`src/rtl/systolic_pkg.sv`:
```
// Shared types and constants for the systolic job sequencer.
// Holds the FSM encoding, phase lengths and operand index helpers.
package systolic_pkg;

  typedef enum logic [2:0] {
    IDLE,
    CLEAR,
    FEED,
    FLUSH,
    DRAIN,
    DONE
  } state_t;

  localparam int FEED_LEN  = 13;
  localparam int FLUSH_LEN = 2;
  localparam int DRAIN_LEN = 2;

  function automatic int i_idx(input int r, input int c);
    return 4 * r + c;
  endfunction

  function automatic int f_idx(input int r, input int c);
    return 3 * r + c;
  endfunction

endpackage

```
`src/rtl/systolic_operand_rom.sv`:
```
// Skewed operand stream tables for the 2x2 array.
// Picks a0/a1/b0/b1 from the latched job by feed phase k.
module systolic_operand_rom
  import systolic_pkg::*;
#(
  parameter int DW = 8
) (
  input  logic           feed,
  input  logic [3:0]     k,
  input  logic [16*DW-1:0] i_mat,
  input  logic [9*DW-1:0]  f_mat,
  output logic [DW-1:0]  a0,
  output logic [DW-1:0]  a1,
  output logic [DW-1:0]  b0,
  output logic [DW-1:0]  b1
);

  logic [DW-1:0] i [4][4];
  logic [DW-1:0] f [3][3];

  for (genvar r = 0; r < 4; r++) begin : g_ir
    for (genvar c = 0; c < 4; c++) begin : g_ic
      assign i[r][c] = i_mat[DW*i_idx(r, c) +: DW];
    end
  end

  for (genvar r = 0; r < 3; r++) begin : g_fr
    for (genvar c = 0; c < 3; c++) begin : g_fc
      assign f[r][c] = f_mat[DW*f_idx(r, c) +: DW];
    end
  end

  // b1 trails b0 by four cycles so PE1 meets the shifted window
  always_comb begin
    a0 = '0;
    a1 = '0;
    b0 = '0;
    b1 = '0;
    if (feed) begin
      unique case (k)
        4'd0: begin
          a0 = i[0][0]; b0 = f[2][2];
        end
        4'd1: begin
          a0 = i[1][0]; a1 = i[1][0];
          b0 = f[1][2];
        end
        4'd2: begin
          a0 = i[2][0]; a1 = i[2][0];
          b0 = f[0][2];
        end
        4'd3: begin
          a0 = i[0][1]; a1 = i[3][0];
          b0 = f[2][1];
        end
        4'd4: begin
          a0 = i[1][1]; a1 = i[1][1];
          b0 = f[1][1]; b1 = f[2][2];
        end
        4'd5: begin
          a0 = i[2][1]; a1 = i[2][1];
          b0 = f[0][1]; b1 = f[1][2];
        end
        4'd6: begin
          a0 = i[0][2]; a1 = i[3][1];
          b0 = f[2][0]; b1 = f[0][2];
        end
        4'd7: begin
          a0 = i[1][2]; a1 = i[1][2];
          b0 = f[1][0]; b1 = f[2][1];
        end
        4'd8: begin
          a0 = i[2][2]; a1 = i[2][2];
          b0 = f[0][0]; b1 = f[1][1];
        end
        4'd9: begin
          a0 = i[0][3]; a1 = i[3][2];
          b1 = f[0][1];
        end
        4'd10: begin
          a0 = i[1][3]; a1 = i[1][3];
          b1 = f[2][0];
        end
        4'd11: begin
          a0 = i[2][3]; a1 = i[2][3];
          b1 = f[1][0];
        end
        4'd12: begin
          a1 = i[3][3]; b1 = f[0][0];
        end
        default: ;
      endcase
    end
  end

endmodule

```
`src/rtl/systolic_job_sequencer.sv`:
```
// Start/done job controller for the 2x2 systolic convolution array.
// Latches a job, feeds skewed operands, flushes, drains and captures results.
module systolic_job_sequencer
  import systolic_pkg::*;
#(
  parameter int DW = 8
) (
  input  logic             clk,
  input  logic             rst,
  input  logic             start,
  input  logic [16*DW-1:0] i_mat,
  input  logic [9*DW-1:0]  f_mat,
  output logic             busy,
  output logic             done,
  output logic             res_valid,
  output logic [DW-1:0]    a0,
  output logic [DW-1:0]    a1,
  output logic [DW-1:0]    b0,
  output logic [DW-1:0]    b1,
  output logic             pe_mode,
  output logic             pe_en,
  output logic             pe_clr,
  input  logic [DW-1:0]    pe_out1,
  input  logic [DW-1:0]    pe_out2,
  output logic [DW-1:0]    o00,
  output logic [DW-1:0]    o01,
  output logic [DW-1:0]    o10,
  output logic [DW-1:0]    o11
);

  state_t state, nxt;
  logic [3:0] k;
  logic [16*DW-1:0] i_lat;
  logic [9*DW-1:0]  f_lat;
  logic accept;

  assign accept = (state == IDLE) && start;

  always_ff @(posedge clk or posedge rst) begin
    if (rst) state <= IDLE;
    else     state <= nxt;
  end

  always_comb begin
    nxt     = state;
    busy    = 1'b1;
    done    = 1'b0;
    pe_en   = 1'b0;
    pe_clr  = 1'b0;
    pe_mode = 1'b0;
    unique case (state)
      IDLE: begin
        busy = 1'b0;
        if (start) nxt = CLEAR;
      end
      CLEAR: begin
        pe_clr = 1'b1;
        nxt    = FEED;
      end
      FEED: begin
        pe_en = 1'b1;
        if (k == 4'(FEED_LEN - 1)) nxt = FLUSH;
      end
      FLUSH: begin
        pe_en = 1'b1;
        if (k == 4'(FLUSH_LEN - 1)) nxt = DRAIN;
      end
      DRAIN: begin
        pe_en   = 1'b1;
        pe_mode = 1'b1;
        if (k == 4'(DRAIN_LEN - 1)) nxt = DONE;
      end
      DONE: begin
        done = 1'b1;
        nxt  = IDLE;
      end
      default: nxt = IDLE;
    endcase
  end

  always_ff @(posedge clk or posedge rst) begin
    if (rst) begin
      k         <= '0;
      i_lat     <= '0;
      f_lat     <= '0;
      res_valid <= 1'b0;
      o00       <= '0;
      o01       <= '0;
      o10       <= '0;
      o11       <= '0;
    end else begin
      if (nxt != state || state == IDLE) k <= '0;
      else                               k <= k + 4'd1;
      if (accept) begin
        i_lat     <= i_mat;
        f_lat     <= f_mat;
        res_valid <= 1'b0;
      end
      // bottom row drains first, then the top row shifts into it
      if (state == DRAIN && k == 4'd0) begin
        o10 <= pe_out1;
        o11 <= pe_out2;
      end
      if (state == DRAIN && k == 4'd1) begin
        o00 <= pe_out1;
        o01 <= pe_out2;
      end
      if (state == DRAIN && nxt == DONE) res_valid <= 1'b1;
    end
  end

  systolic_operand_rom #(.DW(DW)) u_rom (
    .feed  (state == FEED),
    .k     (k),
    .i_mat (i_lat),
    .f_mat (f_lat),
    .a0    (a0),
    .a1    (a1),
    .b0    (b0),
    .b1    (b1)
  );

endmodule
```
`config.mk`:
```
export PLATFORM = sky130hd
export DESIGN_NAME = systolic_job_sequencer
export DESIGN_NICKNAME = d
export VERILOG_FILES = /design/src/rtl/systolic_pkg.sv /design/src/rtl/systolic_operand_rom.sv /design/src/rtl/systolic_job_sequencer.sv
export SDC_FILE = /design/constraint.sdc
export NUM_CORES = 1
export LEC_CHECK = 0
export ABC_AREA = 1
export BUFFER_PORTS_ARGS = -buffer_cell sky130_fd_sc_hd__buf_2
export CAP_MARGIN = 20
export CORE_MARGIN = 5
export CORE_UTILIZATION = 45
export DETAILED_ROUTE_END_ITERATION = 16
export PLACE_DENSITY_LB_ADDON = 0.3
export SLEW_MARGIN = 20
export SYNTH_ARGS = -nofsm -noshare
export SYNTH_HDL_FRONTEND = slang
export SYNTH_SLANG_ARGS = --single-unit
export TNS_END_PERCENT = 20
```
`constraint.sdc`:
```
create_clock -name clk -period 12.27 [get_ports clk]
set_input_delay 2.454 -clock clk [delete_from_list [all_inputs] [get_ports clk]]
set_output_delay 2.454 -clock clk [all_outputs]
set_load 0.005 [all_outputs]
```
==> impl_metrics.csv <==
group,metric,value,unit
placement,post_dp_cell_area,13000,um^2
synth,seq_area_frac_synth,0.518,
drt,wl_per_cell,16.6,um
critical_path,crit_family,"simple AND/OR/NAND/NOR gates",
sta,rsz0062_at_grt,"false",
final_layout,fin_nets,2021,
final_layout,fillers,2461,
synth,netlist_area,11600,um^2
critical_path,cp_cell_sequence,"inv_4 > nand2_1 > nor2_2 > inv_1 > nor2_1 > nor2_1 > nand2_1 > nor2_1 > nor2_1 > buf_2",
final_layout,drive_above_1_share,0.206,
final_layout,diodes,0,
floorplan,initial_utilization,0.460,
cts,postCtsHoldBufs,0,
pwr,vdd_drop_max,0.138,mV
cts,cts.sink_count,240,
critical_path,setup.worst_path.class,"flip-flop to output port",
floorplan,fp.dieH,171,um
synth,yosys_warnings,0,
cts,cts.clk_slew.worst_paths,60,ps
final_layout,finalCoreUtilization,0.554,
critical_path,startpoint_type,"flip-flop",
global_routing,antenna_found_initial,2,
pwr,p_sw_frac,0.376,
sta,finalMaxSlewViolations,0,
final_layout,syn_to_final_growth,20.5,%
pwr,power_frac_clock,0.260,
cts,clockRootBuffer,"clkbuf_16",
synth,synth_nets,1774,
floorplan,boundaryPins,289,
pwr,switchingPower,0.00126,W
cts,post_cts_resize_count,0,
drt,ant_nets,0,
global_routing,grt_max_degree,149,
placement,dp_hpwl,25800,um
sta,worst_slew_pin_slew,1030,ps
synth,synthCells,1551,
sta,worst_slack,6410,ps
drt,wl_met3,3230,um
drt,drt_first_pass_iters,5,
pwr,internal_power,0.00209,W
sta,period_needed,5860,ps
pwr,p_seq_frac,0.418,
global_routing,grt_use_total,0.240,
sta,timing.slew.headroom,0.315,
sta,skew,6.56,ps
critical_path,slowest_stage,"nor2_2",
cts,worstSkewPairLatency,530,ps
sta,fin_crit_sh,0.478,
floorplan,core,25300,um^2
placement,place_ws,6620,ps
pwr,p_leak,7.83,nW
critical_path,crit_required,9820,ps
drt,wl_met2,16000,um
hold_path,hp-class,"flip-flop to flip-flop",
sta,setup_violations,0,
cts,cts_buffers,27,
sta,finalHoldViolations,0,
drt,vias,10600,
pwr,p_total,0.00334,W
final_layout,final_area,14000,um^2
global_routing,grt_pass1_vias,10500,
drt,drc,0,
critical_path,cpMostUsedCell,"nor2_1",
cts,postCtsSetupBuffers,0,
global_routing,grt_overflow_total,0,
placement,port_buffers,288,
drt,drt_iter0_drc,882,
flow_run,cap_violations,0,
critical_path,cp.arrival,3410,ps
pwr,p_comb_frac,0.322,
drt,vias_per_cell,4.93,
synth,syn_area_per_cell,7.48,um^2
critical_path,endpoint_kind,"output port",
floorplan,die_x,171,um
critical_path,slowest_delay,770,ps
floorplan,fp.dieArea,29100,um^2
critical_path,crit_buf_inv,3,
synth,ys_ff_latch,240,
critical_path,path_max_fanout,21,
sta,tns,0,ps
placement,gp_congestion,0.917,
drt,wl_met1,15600,um
global_routing,grt_pass1_wl,55300,um
floorplan,num_rows,58,
synth,ys_types,29,
sta,max_freq,0.171,GHz
drt,top_layer,"met5",
cts,cts_tree,"done",
cts,h-tree-depth,1,
outcome,outcome,"finished clean",
pwr,powerDensity,239,nW/um^2
cts,clk_path_buf_depth,3,
drt,routed_wl,35700,um
## synthesized netlist by cell type
cell	number	area, um^2
nand2_1	829	3110
dfrtp_1	240	6010
nor2_1	103	387
inv_1	83	312
o21ai_0	63	315
nand3_1	47	235
buf_2	26	130
buf_4	26	195
o21ai_1	21	105
a21oi_1	16	80.1
o22ai_1	16	100
buf_6	13	146
inv_2	13	48.8
clkbuf_1	9	33.8
nand4_1	9	56.3
nand3_2	5	50.1
ha_1	4	50.1
nand2_2	4	25.0
nand3_4	4	70.1
nor2_2	4	25.0
nor2_4	4	45.0
nor3_1	3	15.0
inv_4	2	12.5
xor2_1	2	17.5
clkbuf_2	1	5.00
clkinv_1	1	3.75
nand3b_1	1	7.51
o31ai_1	1	7.51
xnor2_1	1	8.76
## power groups by stage
stage	Clock (W)	Combinational [W]	Sequential [W]
final	0.000870	0.00108	0.00140
after global routing	0.000921	0.00123	0.00144
after CTS	0.000885	0.00108	0.00139
after detailed placement	0	0.00108	0.00139
after global placement	0	0.00104	0.00139
after floorplan	0	0.000761	0.00134
## path summary, 6_finish.rpt
kind / start / endpoint / slack (ps) / cells after the start
max: k[3] / a0[1] / 6410 / 10
min: i_lat[109] / i_lat[109] / 480 / 2
max reg2reg: state[1] / f_lat[25] / 8500 / 5
min reg2reg: i_lat[109] / i_lat[109] / 480 / 2
max in group asynchronous: rst / i_lat[72] / 9100 / 3
min in group asynchronous: rst / f_lat[64] / 1980 / 2
## placed cells by master, fill, tap and decap left out, types with 2 or more instances in the layout
cell	Yosys	layout
o21ai_1	21	21
nor2_2	4	4
nand2_2	4	4
nand2_1	829	829
dfrtp_1	240	240
buf_6	13	2
inv_6	0	2
clkbuf_8	0	5
clkbuf_16	0	27
inv_2	13	12
a21oi_1	16	16
inv_4	2	2
nand3_2	5	4
nor3_1	3	3
clkbuf_1	9	5
xor2_1	2	2
nand3_4	4	5
buf_4	26	2
nand3_1	47	47
inv_1	83	82
nor2_1	103	103
nor2_4	4	4
ha_1	4	4
nand4_1	9	9
clkinv_2	0	4
buf_2	26	288
o21ai_0	63	63
bufinv_16	0	5
inv_8	0	2
o22ai_1	16	16
## cells by family (layout without fill, tap and decap cells)
| logic type | count (synthesis) | after routing | share of synthesized area |
|---|---|---|---|
| flip-flops | 240 | 240 | 0.518 |
| XOR/XNOR | 3 | 3 | 0.00226 |
| AND/OR/NAND/NOR | 1013 | 1013 | 0.347 |
| adder cells (fa/ha/maj) | 4 | 4 | 0.00431 |
| AO/OA/AOI/OAI | 117 | 117 | 0.0524 |
| buffers and inverters | 174 | 441 | 0.0764 |
## tightest hold or removal path, stage by stage, from the launching register on
cell and delay (ps):
dfrtp_1 340, nand2_1 50, nand2_1 50
## through the flow
step | hold WS [ps] | cells
after floorplan | 449 | 1551
after global placement | 460 | 2098
after detailed placement | 466 | 2098
after CTS | 482 | 2147
after global routing | 493 | 2148
final | 476 | 2148
## layout make-up
cell class              instances  area, um^2  share of cell area
inverters                      99         389              0.0278
clock inverters                12         198              0.0141
well taps                     330         413              0.0295
clock buffers                  37         763              0.0546
multi-input cells            1137        4720               0.338
repair buffers                293        1490               0.107
flip-flops and latches        240        6010               0.430
## flip-flops by register name (all words and copies together) (netlist names)
register,flops
i_lat,128
o10,8
o11,8
o00,8
o01,8
res_valid,1
f_lat,72
state,3
k,4
## per-layer routing
layer | global-route usage | up-vias
met1 | 0.337 | 4877
met4 | 0.0656 | 4
met2 | 0.373 | 399
li1 | - | 5246
met5 | 0 | -
met3 | 0.0622 | 58
No activity file was read; power rests on OpenSTA's default activity.
